--- config.mk ---
export PLATFORM = sky130hd
export DESIGN_NAME = enemy_spawner
export DESIGN_NICKNAME = d
export VERILOG_FILES = /design/src/rtl/enemy_pkg.sv /design/src/rtl/lowest_free_finder.sv /design/src/rtl/enemy_spawner.sv
export SDC_FILE = /design/constraint.sdc
export NUM_CORES = 1
export LEC_CHECK = 0
export CORE_MARGIN = 2
export CORE_UTILIZATION = 49
export CTS_BUF_LIST = sky130_fd_sc_hd__clkbuf_4 sky130_fd_sc_hd__clkbuf_8 sky130_fd_sc_hd__clkbuf_16
export CTS_CLUSTER_DIAMETER = 40
export DETAILED_ROUTE_END_ITERATION = 8
export GPL_TIMING_DRIVEN = 1
export PLACE_DENSITY = 0.94
export RECOVER_POWER = 100
export SETUP_SLACK_MARGIN = 0.1
export SYNTH_ARGS = -nofsm -noshare
export SYNTH_HDL_FRONTEND = slang
export SYNTH_SLANG_ARGS = --single-unit
export TNS_END_PERCENT = 1
--- constraint.sdc ---
create_clock -name clk -period 7.5 [get_ports clk]
set_input_delay 1.5 -clock clk [delete_from_list [all_inputs] [get_ports clk]]
set_output_delay 1.5 -clock clk [all_outputs]
set_load 0.05 [all_outputs]
--- src/rtl/enemy_pkg.sv ---
// Shared types and default parameters for the enemy spawner slice.
// Holds the FSM state enum, location defaults and the location type.
package enemy_pkg;

  typedef enum logic {
    ST_IDLE,
    ST_COOLDOWN
  } state_t;

  localparam int DEF_NUM_TYPES = 4;
  localparam int DEF_LOC_W     = 11;
  localparam int DEF_LOC_MIN   = 64;
  localparam int DEF_LOC_STEP  = 32;

  typedef logic [DEF_LOC_W-1:0] loc_t;

endpackage

--- src/rtl/lowest_free_finder.sv ---
// Priority encoder: picks the lowest set bit of free_i.
// Ports: free_i (N) -> found_o, idx_o (W), onehot_o (N).
module lowest_free_finder #(
  parameter int N = 8,
  parameter int W = $clog2(N)
) (
  input  logic [N-1:0] free_i,
  output logic         found_o,
  output logic [W-1:0] idx_o,
  output logic [N-1:0] onehot_o
);

  assign found_o  = |free_i;
  // Two's-complement trick isolates the lowest set bit.
  assign onehot_o = free_i & (~free_i + N'(1));

  always_comb begin
    idx_o = '0;
    for (int i = N - 1; i >= 0; i--) begin
      if (free_i[i]) idx_o = W'(i);
    end
  end

endmodule

--- src/rtl/enemy_spawner.sv ---
// Slot-managed enemy spawner: allocates the lowest free slot on a
// generateNew rise, rate-limited by a cooldown; kill strobes free slots.
// In: clk, resetN, generateNew, randomType, randomLocation, enemyKilled.
// Out: generateInstance, newSlot(+OneHot), newType, newLocation,
//      aliveMask, aliveCount, full, requestDropped.
module enemy_spawner
  import enemy_pkg::*;
#(
  parameter int NUM_SLOTS = 8,
  parameter int RAND_W    = 4,
  parameter int NUM_TYPES = DEF_NUM_TYPES,
  parameter int LOC_W     = DEF_LOC_W,
  parameter int LOC_MIN   = DEF_LOC_MIN,
  parameter int LOC_STEP  = DEF_LOC_STEP,
  parameter int COOLDOWN  = 16,
  parameter int SLOT_W    = $clog2(NUM_SLOTS),
  parameter int CNT_W     = $clog2(NUM_SLOTS + 1)
) (
  input  logic                 clk,
  input  logic                 resetN,
  input  logic                 generateNew,
  input  logic [RAND_W-1:0]    randomType,
  input  logic [RAND_W-1:0]    randomLocation,
  input  logic [NUM_SLOTS-1:0] enemyKilled,
  output logic                 generateInstance,
  output logic [SLOT_W-1:0]    newSlot,
  output logic [NUM_SLOTS-1:0] newSlotOneHot,
  output logic [RAND_W-1:0]    newType,
  output logic [LOC_W-1:0]     newLocation,
  output logic [NUM_SLOTS-1:0] aliveMask,
  output logic [CNT_W-1:0]     aliveCount,
  output logic                 full,
  output logic                 requestDropped
);

  localparam int CD_W = (COOLDOWN > 1) ? $clog2(COOLDOWN) : 1;

  state_t               state_q, state_d;
  logic [CD_W-1:0]      cnt_q, cnt_d;
  logic                 gen_prev_q;
  logic                 pending_q, pending_d;
  logic [NUM_SLOTS-1:0] alive_q, alive_d;
  logic [CNT_W-1:0]     count_q, count_d;
  logic                 full_q, full_d;
  logic                 gi_q, gi_d;
  logic [SLOT_W-1:0]    slot_q, slot_d;
  logic [NUM_SLOTS-1:0] oh_q, oh_d;
  logic [RAND_W-1:0]    type_q, type_d;
  logic [LOC_W-1:0]     loc_q, loc_d;
  logic                 drop_q, drop_d;

  logic                 found;
  logic [SLOT_W-1:0]    free_idx;
  logic [NUM_SLOTS-1:0] free_oh;
  logic                 rise;
  logic                 spawn;
  logic [31:0]          type_w;
  logic [31:0]          loc_w;

  // Selection works on the pre-kill mask.
  lowest_free_finder #(
    .N (NUM_SLOTS),
    .W (SLOT_W)
  ) u_finder (
    .free_i   (~alive_q),
    .found_o  (found),
    .idx_o    (free_idx),
    .onehot_o (free_oh)
  );

  assign rise   = generateNew & ~gen_prev_q;
  assign spawn  = (state_q == ST_IDLE) & (rise | pending_q)
                & ~full_q & found;
  assign type_w = 32'(randomType) % 32'(NUM_TYPES);
  assign loc_w  = 32'(LOC_MIN)
                + 32'(randomLocation) * 32'(LOC_STEP);

  always_comb begin
    state_d   = state_q;
    cnt_d     = cnt_q;
    pending_d = pending_q;
    slot_d    = slot_q;
    type_d    = type_q;
    loc_d     = loc_q;
    gi_d      = 1'b0;
    oh_d      = '0;
    drop_d    = 1'b0;
    alive_d   = alive_q & ~enemyKilled;
    if (spawn) begin
      gi_d      = 1'b1;
      oh_d      = free_oh;
      slot_d    = free_idx;
      type_d    = RAND_W'(type_w);
      loc_d     = LOC_W'(loc_w);
      alive_d   = alive_d | free_oh;
      pending_d = 1'b0;
      if (COOLDOWN != 0) begin
        state_d = ST_COOLDOWN;
        cnt_d   = CD_W'(COOLDOWN - 1);
      end
    end else begin
      if (rise) pending_d = 1'b1;
      drop_d = rise & pending_q;
      if (state_q == ST_COOLDOWN) begin
        if (cnt_q == '0) state_d = ST_IDLE;
        else             cnt_d   = cnt_q - CD_W'(1);
      end
    end
  end

  always_comb begin
    count_d = '0;
    for (int i = 0; i < NUM_SLOTS; i++) begin
      count_d = count_d + CNT_W'(alive_d[i]);
    end
    full_d = &alive_d;
  end

  always_ff @(posedge clk or negedge resetN) begin
    if (!resetN) begin
      state_q    <= ST_IDLE;
      cnt_q      <= '0;
      gen_prev_q <= 1'b0;
      pending_q  <= 1'b0;
      alive_q    <= '0;
      count_q    <= '0;
      full_q     <= 1'b0;
      gi_q       <= 1'b0;
      slot_q     <= '0;
      oh_q       <= '0;
      type_q     <= '0;
      loc_q      <= '0;
      drop_q     <= 1'b0;
    end else begin
      state_q    <= state_d;
      cnt_q      <= cnt_d;
      gen_prev_q <= generateNew;
      pending_q  <= pending_d;
      alive_q    <= alive_d;
      count_q    <= count_d;
      full_q     <= full_d;
      gi_q       <= gi_d;
      slot_q     <= slot_d;
      oh_q       <= oh_d;
      type_q     <= type_d;
      loc_q      <= loc_d;
      drop_q     <= drop_d;
    end
  end

  assign generateInstance = gi_q;
  assign newSlot          = slot_q;
  assign newSlotOneHot    = oh_q;
  assign newType          = type_q;
  assign newLocation      = loc_q;
  assign aliveMask        = alive_q;
  assign aliveCount       = count_q;
  assign full             = full_q;
  assign requestDropped   = drop_q;

endmodule

==> results.md <==
* Crit. End Element: register
* Number of global-route vias before repair at 1,411
* Run status: finished, violations left
* Lkg Pwr at 1.196 nW
* First-pass DRT Iterations at 4
* Power Density at 314.1 nW/um^2
* Upper clock frequency limit at 171.8 MHz
* Layout cell share with drive strength beyond 1 at 0.07895
* Total grt overflow at 0
* Yosys top cell by area: dfrtp_1
* Vias per std cell at 4.989
* P_sw at 316.9 uW
* CP most frequent cell: fa_1
* Worst min path class: register to register
* Synthesized area per cell at 10.87 sq um
* Drt drc at 0
* Routed WL at 3749 um
* GR Util All Layers at 0.1926
* Final min period at 5.822 ns
* Kind of critical path: input pin to register
* Comb power frac at 0.409
* Seq/Total Area, Yosys at 0.5260
* CP peak stage delay at 0.59 ns
* Clock Power Share at 0.199
* Ports at 60
* Layout area overhead at 27.68%
* Worst skew pair latency at 0.29 ns
* Violated checks: capacitance limit, slew limit
* Mapped Area at 1903 sq um
* Critical-path top delay cell: fa_1
* CTS max path bufs at 2
* Post CTS Setup Buffer Count at 0
* VDD IR-drop max at 0.1692 mV
* Setup TNS at 0 ns
* Top cells by area, synth: dfrtp_1, nand2_1, fa_1
* Max Cap Violations at 1
* Clock sink total at 40
* Design area at 2430 sq um
* CP delay by family, top: adder cells
* Routed Antenna Nets at 0
* Slew Viols, Final at 41
* Gates resized, CTS repair at 0
* Num CTS Buffers at 5
* Final Hold Violating Endpoints at 0
* Yosys warning total at 0
* First-pass GRT wire length at 6237 um
* Via Count at 1,377
* Buf+Inv Stages, Crit Path at 5
* Largest net degree at the start of global routing at 41
* Hold slack final at ~0.48 ns
* Post-Synthesis Cells at 175
* Final setup fails at 0
* Unique cell type count in the Yosys netlist at 44
* Fin crit share at 0.7762
* TritonCTS clock tree: built
* Routability Congestion at 0.8326
* Seq cells post-synth at 40
* Switching share of total power at 0.4153
* CP Max Fanout at 20
* CP startpoint kind: input pin
* Port Buffer Count at around 50
* Row Count at 22
* Full die area at 4398 sq um
* Area of placed instances at 2391 sq um
* Crit-path cells: dlygate4sd3_1 -> nor2b_1 -> o21ai_0 -> or2_4 -> clkinvlp_2 -> nand2_1 -> mux2_2 -> fa_1 -> fa_1 -> fa_1 -> inv_1 -> ha_1 -> inv_1 -> fa_1 -> inv_1
* CP arrival at between 6 and 7 ns
* Die W at approximately 66 um
* Hold Buf Count CTS at 0
* Diode count at 0
* Layout Skew at 0.004586 ns
* Measured slew at the worst slew-check pin at 2.016 ns
* Clk pin slew, worst setup/hold paths at roughly 0.070 ns
* Worst slew margin at -0.3442
* CORE AREA at 3689 sq um
* Post-synth top area share at 0.5260
* Nets at 256
* Seq pwr share at 0.392
* DR WL/cell at around 14 um
* Die Y at roughly 66 um
* CTS H-tree lvls at 2
* Initial Utilization at 0.5159
* First DRT Iteration DRCs at 33
* Required @ worst endpoint at 7.69 ns
* RSZ-0062 raised after global routing: false
* Clock tree root buffer cell: clkbuf_8
* Fill count at 308
* Initial antenna violation count at 0
* Internal Power at roughly 450 uW
* DPL Wire Length at 2879 um
[state kept, by name, indices dropped and copies added, names as in the netlist]
| signal | count |
|---|---|
| aliveCount | 4 |
| aliveMask | 8 |
| cnt_q | 4 |
| full | 1 |
| gen_prev_q | 1 |
| generateInstance | 1 |
| newLocation | 5 |
| newSlot | 3 |
| newSlotOneHot | 8 |
| newType | 2 |
| pending_q | 1 |
| requestDropped | 1 |
| state_q | 1 |
[path summary, 6_finish.rpt]
check / startpoint / endpoint / slack [ns] / cells after the start
max: generateNew / aliveCount[1] / 1.68 / 15
min: newLocation[7] / newLocation[7] / 0.48 / 2
max reg2reg: gen_prev_q / aliveCount[1] / 3.11 / 14
min reg2reg: newLocation[7] / newLocation[7] / 0.48 / 2
max in group asynchronous: resetN / aliveCount[3] / 4.57 / 1
min in group asynchronous: resetN / newLocation[8] / 1.78 / 1
[logic make-up (layout without fill, tap and decap cells)]
group           after synthesis  count (layout)  synth area share
buf+inv                      30              76           0.08217
mux                           3               3           0.01644
compound gates               23              23            0.1006
other cells                   1               8          0.001970
simple gates                 64              64            0.1729
xor+xnor                      4               4           0.01841
fa+ha+maj                    10              10           0.08153
flops                        40              40            0.5260
[power groups by stage]
stage,sequential (mW),clock (mW),combinational (mW)
floorplan,0.421,0,0.114
global placement,0.305,0,0.321
detailed placement,0.307,0,0.330
CTS,0.304,0.153,0.332
global route,0.306,0.164,0.337
finish,0.299,0.152,0.312
[placed cells by master (no fill, tap or decap), types with 5 or more instances in the layout]
master and n:
nor2_1 7, o21ai_0 8, dlygate4sd3_1 34, nand2_1 28, clkbuf_8 6, ha_1 6, dfrtp_1 40, a21oi_1 5
clkdlybuf4s50_1 14, conb_1 8, inv_1 17
[tightest hold or removal path, cell delays in order, from the launching register on]
cell and delay [ns]:
dfrtp_1 0.34, nand2_1 0.05, nand2_1 0.05
[synth_stat cells, drive strengths merged]
library cell,instances
nor3,4
nor4,2
nand4b,1
clkinv,1
mux2,1
or2,3
nor2,9
buf,11
nor3b,1
dfrtp,40
nand2b,2
o21ai,8
conb,1
inv,18
or2b,1
mux2i,2
a21oi,5
o31ai,4
ha,6
a21boi,1
nand2,28
and2,2
nand3,4
xnor2,4
o211ai,1
o2111ai,2
nand4,2
o21bai,1
and3,1
a22oi,1
fa,4
nor2b,4
[area by class of cell]
class                           instances  area, sq um  share of cell area
Clock buffer                            8        97.59             0.04016
Tap cell                               48        60.06             0.02472
Timing Repair Buffer                   49        484.2              0.1993
Multi-Input combinational cell        112        714.4              0.2940
Inverter                               19        72.57             0.02987
Sequential cell                        40         1001              0.4119
[per-stage QoR]
stage | utilization | total power, mW | cells | setup slack (ns)
2_1_floorplan | - | 0.5347 | 182 | 2.606
4_1_cts | 0.6747 | 0.7886 | 276 | 2.011
3_5_place_dp | 0.6482 | 0.6371 | 268 | 1.726
6_report | 0.6588 | 0.7631 | 276 | 1.678
3_3_place_gp | 0.6482 | 0.6255 | 268 | 1.821
5_1_grt | 0.6588 | 0.8065 | 276 | 1.389
[metal layers]
layer / up-vias / track usage / wire, um
li1: 658 / - / -
met1: 675 / 0.2135 / 1530
met2: 38 / 0.3425 / 1945
met3: 6 / 0.05963 / 221
met4: 0 / 0.07398 / 51
met5: - / 0 / 0
Note: power is estimated with default switching activity, not from simulation.
